## src/rtl/demux1way4_stream.sv

```systemverilog
// demux1way4_stream: 1-to-4 valid/ready stream demux with a one-entry holding
// register and a delivered-word counter on every output channel.

module demux1way4_stream_lane #(
  parameter int WIDTH = 32,
  parameter int CNT_W = 8
) (
  input  logic             clk,
  input  logic             rst,
  input  logic             acc,
  input  logic [WIDTH-1:0] din,
  input  logic             ready,
  output logic             full,
  output logic [WIDTH-1:0] data,
  output logic [CNT_W-1:0] count
);
  logic drain;
  assign drain = full & ready;

  // An accept in the same cycle as a drain keeps the slot full (pass-through).
  always_ff @(posedge clk or posedge rst) begin
    if (rst) begin
      full  <= 1'b0;
      data  <= '0;
      count <= '0;
    end else begin
      if (acc) begin
        full <= 1'b1;
        data <= din;
      end else if (drain) begin
        full <= 1'b0;
      end
      if (drain) count <= count + 1'b1;
    end
  end
endmodule

module demux1way4_stream #(
  parameter int WIDTH = 32,
  parameter int CNT_W = 8
) (
  input  logic                 clk,
  input  logic                 rst,
  input  logic                 in_valid,
  output logic                 in_ready,
  input  logic [WIDTH-1:0]     in_data,
  input  logic [1:0]           sel,
  output logic [3:0]           out_valid,
  input  logic [3:0]           out_ready,
  output logic [4*WIDTH-1:0]   out_data,
  output logic [4*CNT_W-1:0]   out_count
);
  localparam int NUM_LANES = 4;

  logic [NUM_LANES-1:0]            full;
  logic [NUM_LANES-1:0]            acc;
  logic [NUM_LANES-1:0][WIDTH-1:0] data;
  logic [NUM_LANES-1:0][CNT_W-1:0] cnt;

  // Ready looks only at the addressed channel, so a stalled lane never blocks others.
  assign in_ready  = !full[sel] | out_ready[sel];
  assign out_valid = full;
  assign out_data  = data;
  assign out_count = cnt;

  for (genvar gi = 0; gi < NUM_LANES; gi++) begin : g_lane
    assign acc[gi] = in_valid & in_ready & (sel == 2'(gi));

    demux1way4_stream_lane #(.WIDTH(WIDTH), .CNT_W(CNT_W)) u_lane (
      .clk   (clk),
      .rst   (rst),
      .acc   (acc[gi]),
      .din   (in_data),
      .ready (out_ready[gi]),
      .full  (full[gi]),
      .data  (data[gi]),
      .count (cnt[gi])
    );
  end
endmodule

```

## config.mk

```make
export PLATFORM = sky130hd
export DESIGN_NAME = demux1way4_stream
export DESIGN_NICKNAME = d
export VERILOG_FILES = /design/src/rtl/demux1way4_stream.sv
export SDC_FILE = /design/constraint.sdc
export NUM_CORES = 1
export LEC_CHECK = 0
export ABC_AREA = 1
export CELL_PAD_IN_SITES_DETAIL_PLACEMENT = 0
export CELL_PAD_IN_SITES_GLOBAL_PLACEMENT = 1
export CORE_MARGIN = 2
export CORE_UTILIZATION = 28
export CTS_CLUSTER_DIAMETER = 30
export DETAILED_ROUTE_END_ITERATION = 16
export GPL_TIMING_DRIVEN = 0
export HOLD_SLACK_MARGIN = 0.12
export PLACE_DENSITY = 0.72
export RECOVER_POWER = 50
export SYNTH_ARGS = -nofsm -noshare
export SYNTH_HDL_FRONTEND = slang
export SYNTH_SLANG_ARGS = --single-unit
```

## constraint.sdc

```tcl
create_clock -name clk -period 12.1 [get_ports clk]
set_clock_uncertainty 0.1 [all_clocks]
set_input_delay 1.21 -clock clk [delete_from_list [all_inputs] [get_ports clk]]
set_output_delay 1.21 -clock clk [all_outputs]
set_load 0.01 [all_outputs]
```

## Word-level counts from Yosys, hierarchy flattened

Index checks and enable logic that the tools add are counted.

| storage, ports and cells | value |
|---|---|
| bits in registers | 164 |
| bits in latches | 0 |
| bits in writable memories | 0 |
| bits in read-only memories | 0 |
| output and inout bits | 165 |
| memories | 0 |

| cells by class | value |
|---|---|
| $add $sub $neg | 4 |
| $mul | 0 |
| divide/modulo/power cells | 0 |
| order comparisons | 1 |
| equality and inequality tests | 3 |
| shift operators | 0 |
| mux-type cells | 12 |
| bitwise logic cells | 10 |
| reductions and logical operators | 6 |

Operators with widths:

| cell | number |
|---|---|
| adder 8 x 1 -> 8 bit (second input constant) | 4 |
| 2-to-1 mux 1 bit | 10 |
| bitwise AND 1 bit | 9 |
| nonzero test 2 bit | 4 |
| binary-select mux 1 bit (select 2 bit) | 2 |
| equality test 2 bit (second input constant) | 2 |
| < comparator 2 x 3 -> 1 bit (second input constant) | 1 |
| equality test 2 x 1 -> 1 bit (second input constant) | 1 |
| zero test 2 bit | 1 |
| zero test 1 bit | 1 |
| OR 1 bit | 1 |

## Logic depth before layout (Yosys ltp)

| depth | value |
|---|---|
| word-level depth | 7 |
| mapped depth | 11 |
| gate-level depth less buffers | 9 |

## By module

From an unflattened synthesis, not the netlist that was laid out.

| unflattened totals | value |
|---|---|
| cells, all modules | 810 |
| area, all modules | 6825.3 sq um |

Modules (own cells, without submodules):

| module | instances | cells each | area an instance (sq um) | sequential area each (sq um) |
|---|---|---|---|---|
| demux1way4_stream_lane | 4 | 195 | 1672.9 | 1026.0 |
| demux1way4_stream | 1 | 30 | 133.9 | 0.0 |

## Worst setup path after synthesis

No wires, ideal clock.

| timing path | value |
|---|---|
| path kind | input to output |
| from | input sel[0] |
| to | output in_ready |
| arrival time | 1.965 ns |
| setup slack | 8.825 ns |
| cell stages on the path | 7 |
| path through | buf_4 -> nor2_8 -> nand2_1 -> nand2_1 -> nor2_4 -> nand2_8 -> buf_2 |

| between the ends | value |
|---|---|
| word-level cells in the longest chain between the ends | 4 |

Ends and longest elaborated chain:

| what | line | source |
|---|---|---|
| start, declared | 47 | `input logic [1:0] sel,` |
| binary-select mux 1 bit (select 2 bit) | 61 | `assign in_ready = !full[sel] \| out_ready[sel];` |
| 2-to-1 mux 1 bit (implied by the code) | 61 |  |
| zero test 1 bit | 61 |  |
| OR 1 bit * | 61 |  |
| end, declared | 45 | `output logic in_ready,` |

Every way passes the cells marked *; elsewhere a longest branch is shown, timed or not. The select of a mux whose other input is x is not followed.

## Final worst setup path

| timing path | value |
|---|---|
| from | input out_ready[2] |
| to | output in_ready |

| between the ends | value |
|---|---|
| word-level cells in the longest chain between the ends | 3 |

Ends and longest elaborated chain:

| what | line | source |
|---|---|---|
| start, declared | 49 | `input logic [3:0] out_ready,` |
| binary-select mux 1 bit (select 2 bit) | 61 |  |
| 2-to-1 mux 1 bit (implied by the code) | 61 |  |
| OR 1 bit | 61 |  |

No other way between the ends. The select of a mux whose other input is x is not followed.

==> qor.yml <==
ys_seq_elements: 164
cp.required_ns: 10.79
synth_top_area_share: 0.582
synthCells: 751
critical_path_class: "input port to primary output"
cts_buffers: 17
tritoncts: "built"
final_core_utilization: 0.401
drtPass1Iterations: 5
setup.worst_path.end: "in_ready"
grt_use_total: 0.180
ys_seq_area_frac: 0.582
critical_path_arrival_ns: 3.10
rsz0062_at_grt: "no"
hold_depth: 2
netlist_area_mm2: 0.00705
synth.distinct_cells: 26
tns_ns: 0
worst-r2r-cell-count: 9
synth-edff-count: 0
dr.first_iter.drc_count: 337
viasPerCell: 4.63
drive_gt1_frac: 0.0629
vdd_drop_max_uv: 87.1
postCtsSetupRepairBufs: 0
cts.path.max_buffers: 2
min_path_type: "register to register"
max_freq_mhz: 227
max-slew-margin-rel: -1.41
die_area_mm2: 0.0265
power.leakage_uw: 0.00481
die_x_um: 163
drt-total-wl_mm: 23.5
synth_area_leaders: "dfrtp_1 58%, nand2_1 16%, nand4_1 11%"
h-tree-depth: 4
rows: 58
vias: 6097
clock-sinks: 164
insertion_delay_ns: 0.41
grt_pass1_vias: 6016
async_flop_share: 1.00
io_buffers: 202
syn2layout_area_growth_pct: 41.9
period_share: 0.365
violations: "capacitance limit, slew limit"
grt_pass1_wl_mm: 36.1
slew_viol_final: 77
overflow: 0
die_h_um: 163
rr_startpoint: "g_lane[3].u_lane.full"
antenna_left: 0
cts_hold_buf: 0
coreArea_mm2: 0.0250
setup_viol: 0
synthesis.nets: 796
cp-start-kind: "input port"
layout.nets: 1018
cp_max_fo: 10
final.min_clock_period_ns: 4.41
synth_warnings: 0
synth_most_common_cell: "nand2_1"
cap_violations: 1
synth.largest_area_cell: "dfrtp_1"
antenna_cells: 0
start_util: 0.283
yosys-top-cells-count: "295 x nand2_1, 164 x dfrtp_1, 129 x nand4_1"
gp_congestion: 0.776
antenna_found_initial: 0
drc: 0
cp-startpoint: "out_ready[2]"
place.detailed.hpwl_mm: 16.9
syn-mean-instance-area_um2: 9.39
status: "finished with violations"
hold_viol: 0
ctsResizeCount: 0
io-pin-count: 206
grt_max_degree: 89
tightest_slew_ns: 3.59
cts-root-buf: "clkbuf_16"
rr_endpoint: "g_lane[0].u_lane.data[3]"
path_clk_slew_ns: 0.06
wl_per_cell_um: 17.8
ff2ff_setup_slack_ns: 9.88
power_density_mw_per_mm2: 183
cp-end-kind: "primary output"
synth-main-ff-cell: "dfrtp_1"
[layout make-up]
class | count | area (µm²)
fillers | 2541 | 15000
flip-flops and latches | 164 | 4100
multi-input cells | 498 | 2450
repair buffers | 203 | 2050
clock buffers | 19 | 443
well taps | 330 | 413
plain buffers | 59 | 290
clock inverters | 13 | 149
inverters | 30 | 114
[sequential cells by signal (all words and copies together), names as in the netlist]
signal	flops
g_lane.u_lane.count	32
g_lane.u_lane.data	128
g_lane.u_lane.full	4
[cell usage in the layout, fill, tap and decap left out]
| cell type | netlist | routed |
|---|---|---|
| clkinv_4 | 0 | 2 |
| bufinv_16 | 0 | 2 |
| buf_6 | 12 | 4 |
| mux2_2 | 3 | 3 |
| clkbuf_2 | 1 | 1 |
| nor2_8 | 1 | 1 |
| buf_1 | 6 | 6 |
| clkinvlp_2 | 0 | 1 |
| a21o_1 | 1 | 1 |
| buf_2 | 9 | 9 |
| ha_1 | 4 | 4 |
| clkbuf_8 | 0 | 1 |
| clkbuf_1 | 20 | 33 |
| inv_1 | 29 | 28 |
| nor2_1 | 12 | 13 |
| nand4_1 | 129 | 129 |
| nand3_2 | 4 | 1 |
| buf_16 | 0 | 1 |
| clkdlybuf4s50_1 | 0 | 197 |
| clkinv_2 | 0 | 1 |
| clkinvlp_4 | 0 | 3 |
| nand2_2 | 1 | 1 |
| and3_1 | 2 | 2 |
| xnor2_1 | 5 | 5 |
| nand3_1 | 10 | 13 |
| nand2_8 | 1 | 1 |
| clkbuf_16 | 0 | 17 |
| nor3_1 | 5 | 5 |
| xor2_1 | 19 | 19 |
| inv_2 | 1 | 1 |
| dlygate4sd3_1 | 0 | 5 |
| dfrtp_1 | 164 | 164 |
| inv_6 | 0 | 5 |
| nand2_1 | 295 | 295 |
| o21ai_0 | 5 | 5 |
| buf_4 | 11 | 7 |
[per-layer routing]
| layer | global-route usage | routed length, µm |
|---|---|---|
| met5 | 0 | 0 |
| met4 | 0.0442 | 310 |
| met3 | 0.0481 | 1550 |
| met2 | 0.277 | 10700 |
| met1 | 0.254 | 10900 |
[worst max-delay path, stage by stage]
cell             delay [ns]
dlygate4sd3_1          0.60
nand3_1                0.11
nand2_1                0.06
nor2_1                 0.29
nand2_8                0.11
buf_2                  0.22
clkdlybuf4s50_1        0.50
[how the worst min path moves through the flow]
| stage | from | to | slack (ns) |
|---|---|---|---|
| CTS | g_lane[1].u_lane.data[26] | g_lane[1].u_lane.data[26] | 0.37 |
| global route | g_lane[1].u_lane.data[25] | g_lane[1].u_lane.data[25] | 0.39 |
| detailed placement | g_lane[1].u_lane.data[25] | g_lane[1].u_lane.data[25] | 0.36 |
| floorplan | g_lane[0].u_lane.data[0] | g_lane[0].u_lane.data[0] | 0.41 |
| finish | g_lane[1].u_lane.data[2] | g_lane[1].u_lane.data[2] | 0.37 |
| global placement | g_lane[3].u_lane.data[17] | g_lane[3].u_lane.data[17] | 0.35 |
[power breakdown]
group	switching (µW)	internal [µW]	leakage (µW)	total [µW]
Combinational	245	279	0.00249	524
Sequential	88.8	667	0.00205	756
Clock	239	314	0.000281	553
Total	573	1260	0.00481	1830
[per-stage QoR]
step | setup WS, ns | instances | instance area (µm²) | power, µW | hold WS, ns
final | 7.69 | 1316 | 10000 | 1830 | 0.367
after global routing | 7.40 | 1316 | 10000 | 1940 | 0.385
after CTS | 7.83 | 1316 | 10100 | 1860 | 0.374
after detailed placement | 7.83 | 1284 | 9520 | 1300 | 0.357
after global placement | 3.73 | 1283 | 9490 | 1290 | 0.353
after floorplan | 6.36 | 751 | 7050 | 967 | 0.407
[cell families (layout without fill, tap and decap cells)]
logic type | after synthesis | after routing | share of synthesized area
AO/OA/AOI/OAI | 6 | 6 | 0.00461
AND/OR/NAND/NOR | 461 | 461 | 0.304
flip-flops | 164 | 164 | 0.582
adder cells (fa/ha/maj) | 4 | 4 | 0.00710
XOR/XNOR | 24 | 24 | 0.0298
multiplexers | 3 | 3 | 0.00479
buffers and inverters | 89 | 324 | 0.0678
(Power assumes the default switching activity.)
